===== src/rtl/riscv_enc_pkg.sv =====
// Shared RV32I encoding constants for the program loader and the control-unit
// decoders: opcodes, funct3/funct7 codes, request kinds, ALUControl codes,
// loader FSM state encoding, plus small helpers for immediate range checks.
package riscv_enc_pkg;

    // Major opcodes
    localparam logic [6:0] OP_R      = 7'b0110011;
    localparam logic [6:0] OP_I_ALU  = 7'b0010011;
    localparam logic [6:0] OP_LOAD   = 7'b0000011;
    localparam logic [6:0] OP_STORE  = 7'b0100011;
    localparam logic [6:0] OP_BRANCH = 7'b1100011;
    localparam logic [6:0] OP_JAL    = 7'b1101111;

    // funct3 codes
    localparam logic [2:0] F3_ADD_SUB = 3'b000;
    localparam logic [2:0] F3_SLT     = 3'b010;
    localparam logic [2:0] F3_OR      = 3'b110;
    localparam logic [2:0] F3_AND     = 3'b111;
    localparam logic [2:0] F3_LW      = 3'b010;
    localparam logic [2:0] F3_SW      = 3'b010;
    localparam logic [2:0] F3_BEQ     = 3'b000;

    // funct7 codes
    localparam logic [6:0] F7_BASE = 7'b0000000;
    localparam logic [6:0] F7_SUB  = 7'b0100000;

    // Request kinds (6 and 7 are illegal)
    localparam logic [2:0] KIND_R     = 3'd0;
    localparam logic [2:0] KIND_I_ALU = 3'd1;
    localparam logic [2:0] KIND_LW    = 3'd2;
    localparam logic [2:0] KIND_SW    = 3'd3;
    localparam logic [2:0] KIND_BEQ   = 3'd4;
    localparam logic [2:0] KIND_JAL   = 3'd5;

    // ALUControl codes
    localparam logic [2:0] ALU_ADD = 3'b000;
    localparam logic [2:0] ALU_SUB = 3'b001;
    localparam logic [2:0] ALU_AND = 3'b010;
    localparam logic [2:0] ALU_OR  = 3'b011;
    localparam logic [2:0] ALU_SLT = 3'b101;

    // Loader FSM states
    typedef enum logic [1:0] {
        ST_IDLE  = 2'd0,
        ST_LOAD  = 2'd1,
        ST_WRITE = 2'd2,
        ST_DONE  = 2'd3
    } ldr_state_e;

    // Returns {legal, funct3} for an ALUControl code.
    function automatic logic [3:0] alu_funct3(input logic [2:0] alu);
        logic [3:0] r;
        case (alu)
            ALU_ADD: r = {1'b1, F3_ADD_SUB};
            ALU_SUB: r = {1'b1, F3_ADD_SUB};
            ALU_AND: r = {1'b1, F3_AND};
            ALU_OR:  r = {1'b1, F3_OR};
            ALU_SLT: r = {1'b1, F3_SLT};
            default: r = {1'b0, 3'b000};
        endcase
        return r;
    endfunction

    // A 21-bit value fits N-bit signed when all bits above N-1 copy bit N-1.
    function automatic logic fits_s12(input logic [20:0] imm);
        return imm[20:11] == {10{imm[11]}};
    endfunction

    function automatic logic fits_s13(input logic [20:0] imm);
        return imm[20:12] == {9{imm[12]}};
    endfunction

endpackage


===== src/rtl/instr_encoder.sv =====
// Combinational encoder: field-level instruction request -> 32-bit RV32I word.
// Ports:
//   kind, alu          request kind and ALUControl code
//   rd, rs1, rs2       register indices (unused slots ignored)
//   imm                21-bit signed immediate (byte offset for BEQ/JAL)
//   word               encoded instruction
//   illegal            request cannot be encoded (bad kind/alu or imm out of range)
module instr_encoder
    import riscv_enc_pkg::*;
(
    input  logic [2:0]  kind,
    input  logic [2:0]  alu,
    input  logic [4:0]  rd,
    input  logic [4:0]  rs1,
    input  logic [4:0]  rs2,
    input  logic [20:0] imm,
    output logic [31:0] word,
    output logic        illegal
);

    logic       alu_ok;
    logic [2:0] f3;
    logic [6:0] f7;

    assign {alu_ok, f3} = alu_funct3(alu);
    assign f7 = (alu == ALU_SUB) ? F7_SUB : F7_BASE;

    always_comb begin
        word    = 32'h0;
        illegal = 1'b0;
        case (kind)
            KIND_R: begin
                illegal = !alu_ok;
                word    = {f7, rs2, rs1, f3, rd, OP_R};
            end
            KIND_I_ALU: begin
                // There is no subtract-immediate in RV32I.
                illegal = !alu_ok || (alu == ALU_SUB) || !fits_s12(imm);
                word    = {imm[11:0], rs1, f3, rd, OP_I_ALU};
            end
            KIND_LW: begin
                illegal = !fits_s12(imm);
                word    = {imm[11:0], rs1, F3_LW, rd, OP_LOAD};
            end
            KIND_SW: begin
                illegal = !fits_s12(imm);
                word    = {imm[11:5], rs2, rs1, F3_SW, imm[4:0], OP_STORE};
            end
            KIND_BEQ: begin
                illegal = !fits_s13(imm) || imm[0];
                word    = {imm[12], imm[10:5], rs2, rs1, F3_BEQ, imm[4:1], imm[11], OP_BRANCH};
            end
            KIND_JAL: begin
                // Any 21-bit value fits; only alignment can fail.
                illegal = imm[0];
                word    = {imm[20], imm[10:1], imm[11], imm[19:12], rd, OP_JAL};
            end
            default: begin
                illegal = 1'b1;
            end
        endcase
    end

endmodule


===== src/rtl/instr_encoder_loader.sv =====
// Program loader: accepts field-level instruction requests over valid/ready,
// encodes each to RV32I and writes the words sequentially into instruction
// memory starting at BASE_ADDR. One word per two cycles (LOAD then WRITE).
// Ports:
//   clk, reset_n                 clock; asynchronous active-low reset
//   start                        begin a load (honoured only in IDLE/DONE)
//   req_valid/req_ready          request handshake
//   req_kind..req_last           request fields; req_last ends the program
//   imem_we/imem_addr/imem_wdata instruction memory write port
//   count                        words written since start
//   full                         memory filled (count == 2**ADDR_W)
//   err                          sticky rejected-request flag, cleared by start
//   done                         load finished
module instr_encoder_loader
    import riscv_enc_pkg::*;
#(
    parameter int ADDR_W    = 6,
    parameter int BASE_ADDR = 0
) (
    input  logic              clk,
    input  logic              reset_n,
    input  logic              start,
    input  logic              req_valid,
    output logic              req_ready,
    input  logic [2:0]        req_kind,
    input  logic [2:0]        req_alu,
    input  logic [4:0]        req_rd,
    input  logic [4:0]        req_rs1,
    input  logic [4:0]        req_rs2,
    input  logic [20:0]       req_imm,
    input  logic              req_last,
    output logic              imem_we,
    output logic [ADDR_W-1:0] imem_addr,
    output logic [31:0]       imem_wdata,
    output logic [ADDR_W:0]   count,
    output logic              full,
    output logic              err,
    output logic              done
);

    localparam logic [ADDR_W-1:0] BASE     = ADDR_W'(BASE_ADDR);
    localparam logic [ADDR_W:0]   FULL_CNT = {1'b1, {ADDR_W{1'b0}}};

    ldr_state_e        state_q, state_d;
    logic [ADDR_W-1:0] addr_q, addr_d;
    logic [ADDR_W:0]   count_q, count_d;
    logic [31:0]       wdata_q, wdata_d;
    logic              last_q, last_d;
    logic              err_q, err_d;

    logic [31:0]       enc_word;
    logic              enc_illegal;
    logic              accept;

    instr_encoder u_enc (
        .kind    (req_kind),
        .alu     (req_alu),
        .rd      (req_rd),
        .rs1     (req_rs1),
        .rs2     (req_rs2),
        .imm     (req_imm),
        .word    (enc_word),
        .illegal (enc_illegal)
    );

    always_comb begin
        state_d   = state_q;
        addr_d    = addr_q;
        count_d   = count_q;
        wdata_d   = wdata_q;
        last_d    = last_q;
        err_d     = err_q;
        req_ready = 1'b0;
        imem_we   = 1'b0;
        accept    = 1'b0;
        case (state_q)
            ST_IDLE, ST_DONE: begin
                if (start) begin
                    state_d = ST_LOAD;
                    addr_d  = BASE;
                    count_d = '0;
                    err_d   = 1'b0;
                end
            end
            ST_LOAD: begin
                req_ready = (count_q != FULL_CNT);
                accept    = req_valid && req_ready;
                if (accept) begin
                    // A rejected request still completes the handshake but
                    // leaves the write pointer and program end untouched.
                    if (enc_illegal) begin
                        err_d = 1'b1;
                    end else begin
                        wdata_d = enc_word;
                        last_d  = req_last;
                        state_d = ST_WRITE;
                    end
                end
            end
            ST_WRITE: begin
                imem_we = 1'b1;
                addr_d  = addr_q + 1'b1;
                count_d = count_q + 1'b1;
                if (last_q || (count_d == FULL_CNT)) begin
                    state_d = ST_DONE;
                end else begin
                    state_d = ST_LOAD;
                end
            end
            default: begin
                state_d = ST_IDLE;
            end
        endcase
    end

    always_ff @(posedge clk or negedge reset_n) begin
        if (!reset_n) begin
            state_q <= ST_IDLE;
            addr_q  <= BASE;
            count_q <= '0;
            wdata_q <= 32'h0;
            last_q  <= 1'b0;
            err_q   <= 1'b0;
        end else begin
            state_q <= state_d;
            addr_q  <= addr_d;
            count_q <= count_d;
            wdata_q <= wdata_d;
            last_q  <= last_d;
            err_q   <= err_d;
        end
    end

    assign imem_addr  = addr_q;
    assign imem_wdata = wdata_q;
    assign count      = count_q;
    assign full       = (count_q == FULL_CNT);
    assign err        = err_q;
    assign done       = (state_q == ST_DONE);

endmodule


===== config.mk =====
export PLATFORM = sky130hd
export DESIGN_NAME = instr_encoder_loader
export DESIGN_NICKNAME = d
export VERILOG_FILES = /design/src/rtl/riscv_enc_pkg.sv /design/src/rtl/instr_encoder.sv /design/src/rtl/instr_encoder_loader.sv
export SDC_FILE = /design/constraint.sdc
export NUM_CORES = 1
export LEC_CHECK = 0
export BUFFER_PORTS_ARGS = -buffer_cell sky130_fd_sc_hd__buf_2
export CORE_ASPECT_RATIO = 1.2
export CORE_UTILIZATION = 30
export CTS_CLUSTER_DIAMETER = 150
export DETAILED_ROUTE_END_ITERATION = 10
export PLACE_DENSITY = 0.53
export RECOVER_POWER = 25
export SETUP_SLACK_MARGIN = 0.15
export SYNTH_ARGS = -nofsm -noshare
export SYNTH_HDL_FRONTEND = slang
export SYNTH_SLANG_ARGS = --single-unit
export TNS_END_PERCENT = 50

===== constraint.sdc =====
create_clock -name clk -period 3.2 [get_ports clk]
set_input_delay 0.16 -clock clk [delete_from_list [all_inputs] [get_ports clk]]
set_output_delay 0.16 -clock clk [all_outputs]
set_load 0.01 [all_outputs]

==> flow_metrics.py <==
metrics = {
    "logic_synthesis": {
        "synth_area_um2": 3030,
        "synth_top_cell_area_share_pct": 38.8,
        "synth_seq_area_share_pct": 38.8,
        "async_reset_ff_share_pct": 100,
        "avgSynthCellArea_um2": 10.2,
        "yosysWarningCount": 0,
        "synth_flop_cell": "dfrtp_1",
        "yosys_register_bits": 47,
        "synth_fp_nets": 353,
        "synth-edff-count": 0,
        "yosys.area.top_type": "dfrtp_1",
        "synth_area_leaders": "dfrtp_1 39%, mux2_4 12%, mux2i_1 5.9%, ha_1 3.3%, nand2_1 2.8%",
        "netlist_instances": 298,
        "synth_cell_type_count": 51,
    },
    "critical_path": {
        "rr_worst_depth": 6,
        "required_ns": 3.37,
        "arrival_ns": 2.48,
        "critPathLaunchType": "register",
        "crit_type": "register to register",
        "crit_fanout": 13,
        "endpoint_kind": "register",
    },
    "sta": {
        "period_needed_ns": 2.31,
        "finalSetupTns_ns": 0,
        "rsz0062_at_grt": "false",
        "clock_skew_ns": 0.00491,
        "worst_slew_pin_slew_ns": 1.24,
        "fin_crit_sh_pct": 72.2,
        "maxSlewHeadroom_pct": 17.5,
        "fmaxAchievable_mhz": 433,
        "finalHoldViolations": 0,
        "setup_ws_ns": 0.890,
        "setup_viol": 0,
        "slew_violations": 0,
    },
    "cts": {
        "cts_max_path_buffers": 2,
        "ctsHtreeMaxLevel": 2,
        "root_buffer": "clkbuf_16",
        "cts.sinks": 47,
        "clk_pin_slew_ns": 0.07,
        "numCtsBuffers": 5,
        "cts_tree": "yes",
        "clock_latency_ns": 0.29,
        "postCtsSetupBuffers": 0,
        "ctsResizeCount": 0,
        "hold_buffers": 1,
    },
    "power_and_ir_drop": {
        "peakVddDrop_uv": 234,
        "p_int_w": 0.00167,
        "power_density_nw_per_um2": 670,
        "power_frac_seq_pct": 37.4,
        "fin_total_pwr_w": 0.00252,
        "p_clk_share_pct": 24.3,
        "switching_share_pct": 33.8,
        "p_sw_w": 0.000854,
        "pwr-share-comb_pct": 38.3,
        "p_leak_nw": 1.85,
    },
    "placed_design": {
        "placed_area_um2": 3610,
        "dp_slack_ns": 0.571,
        "gp_congestion": 0.745,
        "port-buffer-count": 96,
        "hpwl_mm": 6.08,
    },
    "floorplan": {
        "start_util_pct": 31.4,
        "io_pins": 97,
        "placementRows": 39,
        "core-area_um2": 9660,
        "die_area_um2": 10500,
        "die_x_um": 93.8,
        "die_h_um": 112,
    },
    "global_routing": {
        "antenna_found_initial": 1,
        "grt_first_pass_wirelength_mm": 13.1,
        "grt_pass1_vias": 2609,
        "grt_max_degree": 29,
        "grtUsageTotal_pct": 16.1,
        "overflow": 0,
    },
    "layout": {
        "final_nets": 445,
        "fin_area_um2": 3770,
        "drive_gt1_share_pct": 33.0,
        "diodes": 0,
        "syn_to_final_growth_pct": 24.2,
    },
    "drt": {
        "drt_first_iter_violations": 97,
        "antenna_left": 0,
        "wl_per_cell_um": 15.8,
        "drtPass1Iterations": 4,
        "dr_total_vias": 2618,
        "via_per_inst": 5.09,
        "drt-total-wl_mm": 8.12,
        "drc_errors": 0,
    },
    "min_path": {
        "min_path_cells": 2,
        "min_path_type": "input port to register",
    },
    "flow_run": {
        "maxCapViolCount": 0,
    },
    "outcome": {
        "outcome": "completed",
    },
}
## registers in the layout, summed over array words and instances (netlist names)
| signal | count |
|---|---|
| imem_wdata | 30 |
| count | 7 |
| err | 1 |
| last_q | 1 |
| state_q | 2 |
| imem_addr | 6 |
## cells by family after synthesis
family	Yosys count	synth area share [%]
compound gates	72	17.2
buf+inv	37	6.43
xor+xnor	5	1.44
simple gates	86	14.6
fa+ha+maj	8	3.30
mux	43	18.2
flops	47	38.8
## cells in the mapped netlist (2+ instances only)
cell type and instances:
mux2i_1 18, or2_2 2, a22oi_1 11, nor2_1 22, xnor2_1 3, nand4_1 2
inv_1 18, o21ai_0 11, nor3_1 6, o2bb2ai_1 5, o31ai_1 3, a32o_1 2
ha_1 8, nand2b_1 2, nand2_1 23, o22ai_1 11, and3_1 5, nor4_1 2
dfrtp_1 47, mux2_4 24, xor2_1 2, a21oi_1 12, nor2b_1 3, or4_1 3
a22o_1 5, buf_12 3, clkbuf_1 13, nand3_1 6, buf_4 2, a21o_1 3
## through the flow
step                      utilization, %  hold slack, ns  instances
after global routing                39.0           0.102        514
after floorplan                        -          -0.136        298
after CTS                           39.2           0.102        514
after global placement              37.3           0.166        505
after detailed placement            37.3           0.166        505
final                               39.0           0.107        514
## metal layers
metal | track usage [%] | up-vias | share of wire [%]
li1 | - | 1270 | -
met1 | 21.1 | 1243 | 45
met2 | 25.2 | 89 | 46
met3 | 4.20 | 14 | 7.2
met4 | 6.05 | 2 | 2.0
met5 | 0 | - | 0.12
## layout by cell type (no fill, tap or decap), types with 5 or more instances in the layout
| cell | netlist | layout |
|---|---|---|
| buf_2 | 0 | 80 |
| dfrtp_1 | 47 | 47 |
| mux2_4 | 24 | 24 |
| nand2_1 | 23 | 23 |
| nor2_1 | 22 | 22 |
| inv_1 | 18 | 18 |
| mux2i_1 | 18 | 18 |
| clkbuf_1 | 13 | 16 |
| a21oi_1 | 12 | 12 |
| a22oi_1 | 11 | 11 |
| o22ai_1 | 11 | 11 |
| o21ai_0 | 11 | 11 |
| ha_1 | 8 | 8 |
| nand3_1 | 6 | 6 |
| nor3_1 | 6 | 6 |
| buf_4 | 2 | 6 |
| and3_1 | 5 | 5 |
| a22o_1 | 5 | 5 |
| o2bb2ai_1 | 5 | 5 |
| clkbuf_16 | 0 | 5 |
## power by group through the flow
stage          registers, W  logic, W  clock network [W]
6_report           0.000944  0.000966           0.000614
5_1_grt            0.000974   0.00107           0.000659
4_1_cts            0.000945   0.00100           0.000630
3_5_place_dp       0.000950  0.000998                  0
3_3_place_gp       0.000952  0.000989                  0
2_1_floorplan       0.00102  0.000548                  0
## path summary, 6_finish.rpt
path	start	to	slack (ns)
min in group asynchronous	reset_n	imem_wdata[21]$_DFFE_PN0P_	0.65
min reg2reg	imem_wdata[1]$_DFFE_PN0P_	imem_wdata[1]$_DFFE_PN0P_	0.50
max reg2reg	count[3]$_DFFE_PN0P_	imem_wdata[3]$_DFFE_PN0P_	0.89
max	count[3]$_DFFE_PN0P_	imem_wdata[3]$_DFFE_PN0P_	0.89
min	req_last	last_q$_DFFE_PN0P_	0.11
max in group asynchronous	reset_n	imem_wdata[15]$_DFFE_PN0P_	1.54
## layout make-up
cell class	count	area [um^2]
clock buffer	6	139
clock inverter	2	35.0
fill	997	5890
inverter	18	67.6
multi-input combinational	214	1660
sequential	47	1180
tap	123	154
timing repair buffer	104	536
## critical path, stage by stage, from the launching register on
cell	delay [ns]
dfrtp_1	0.47
nor4b_1	0.49
nand3b_1	0.17
and2_2	0.24
and4bb_4	0.30
buf_4	0.21
mux2_4	0.30
(Power assumes the default switching activity.)
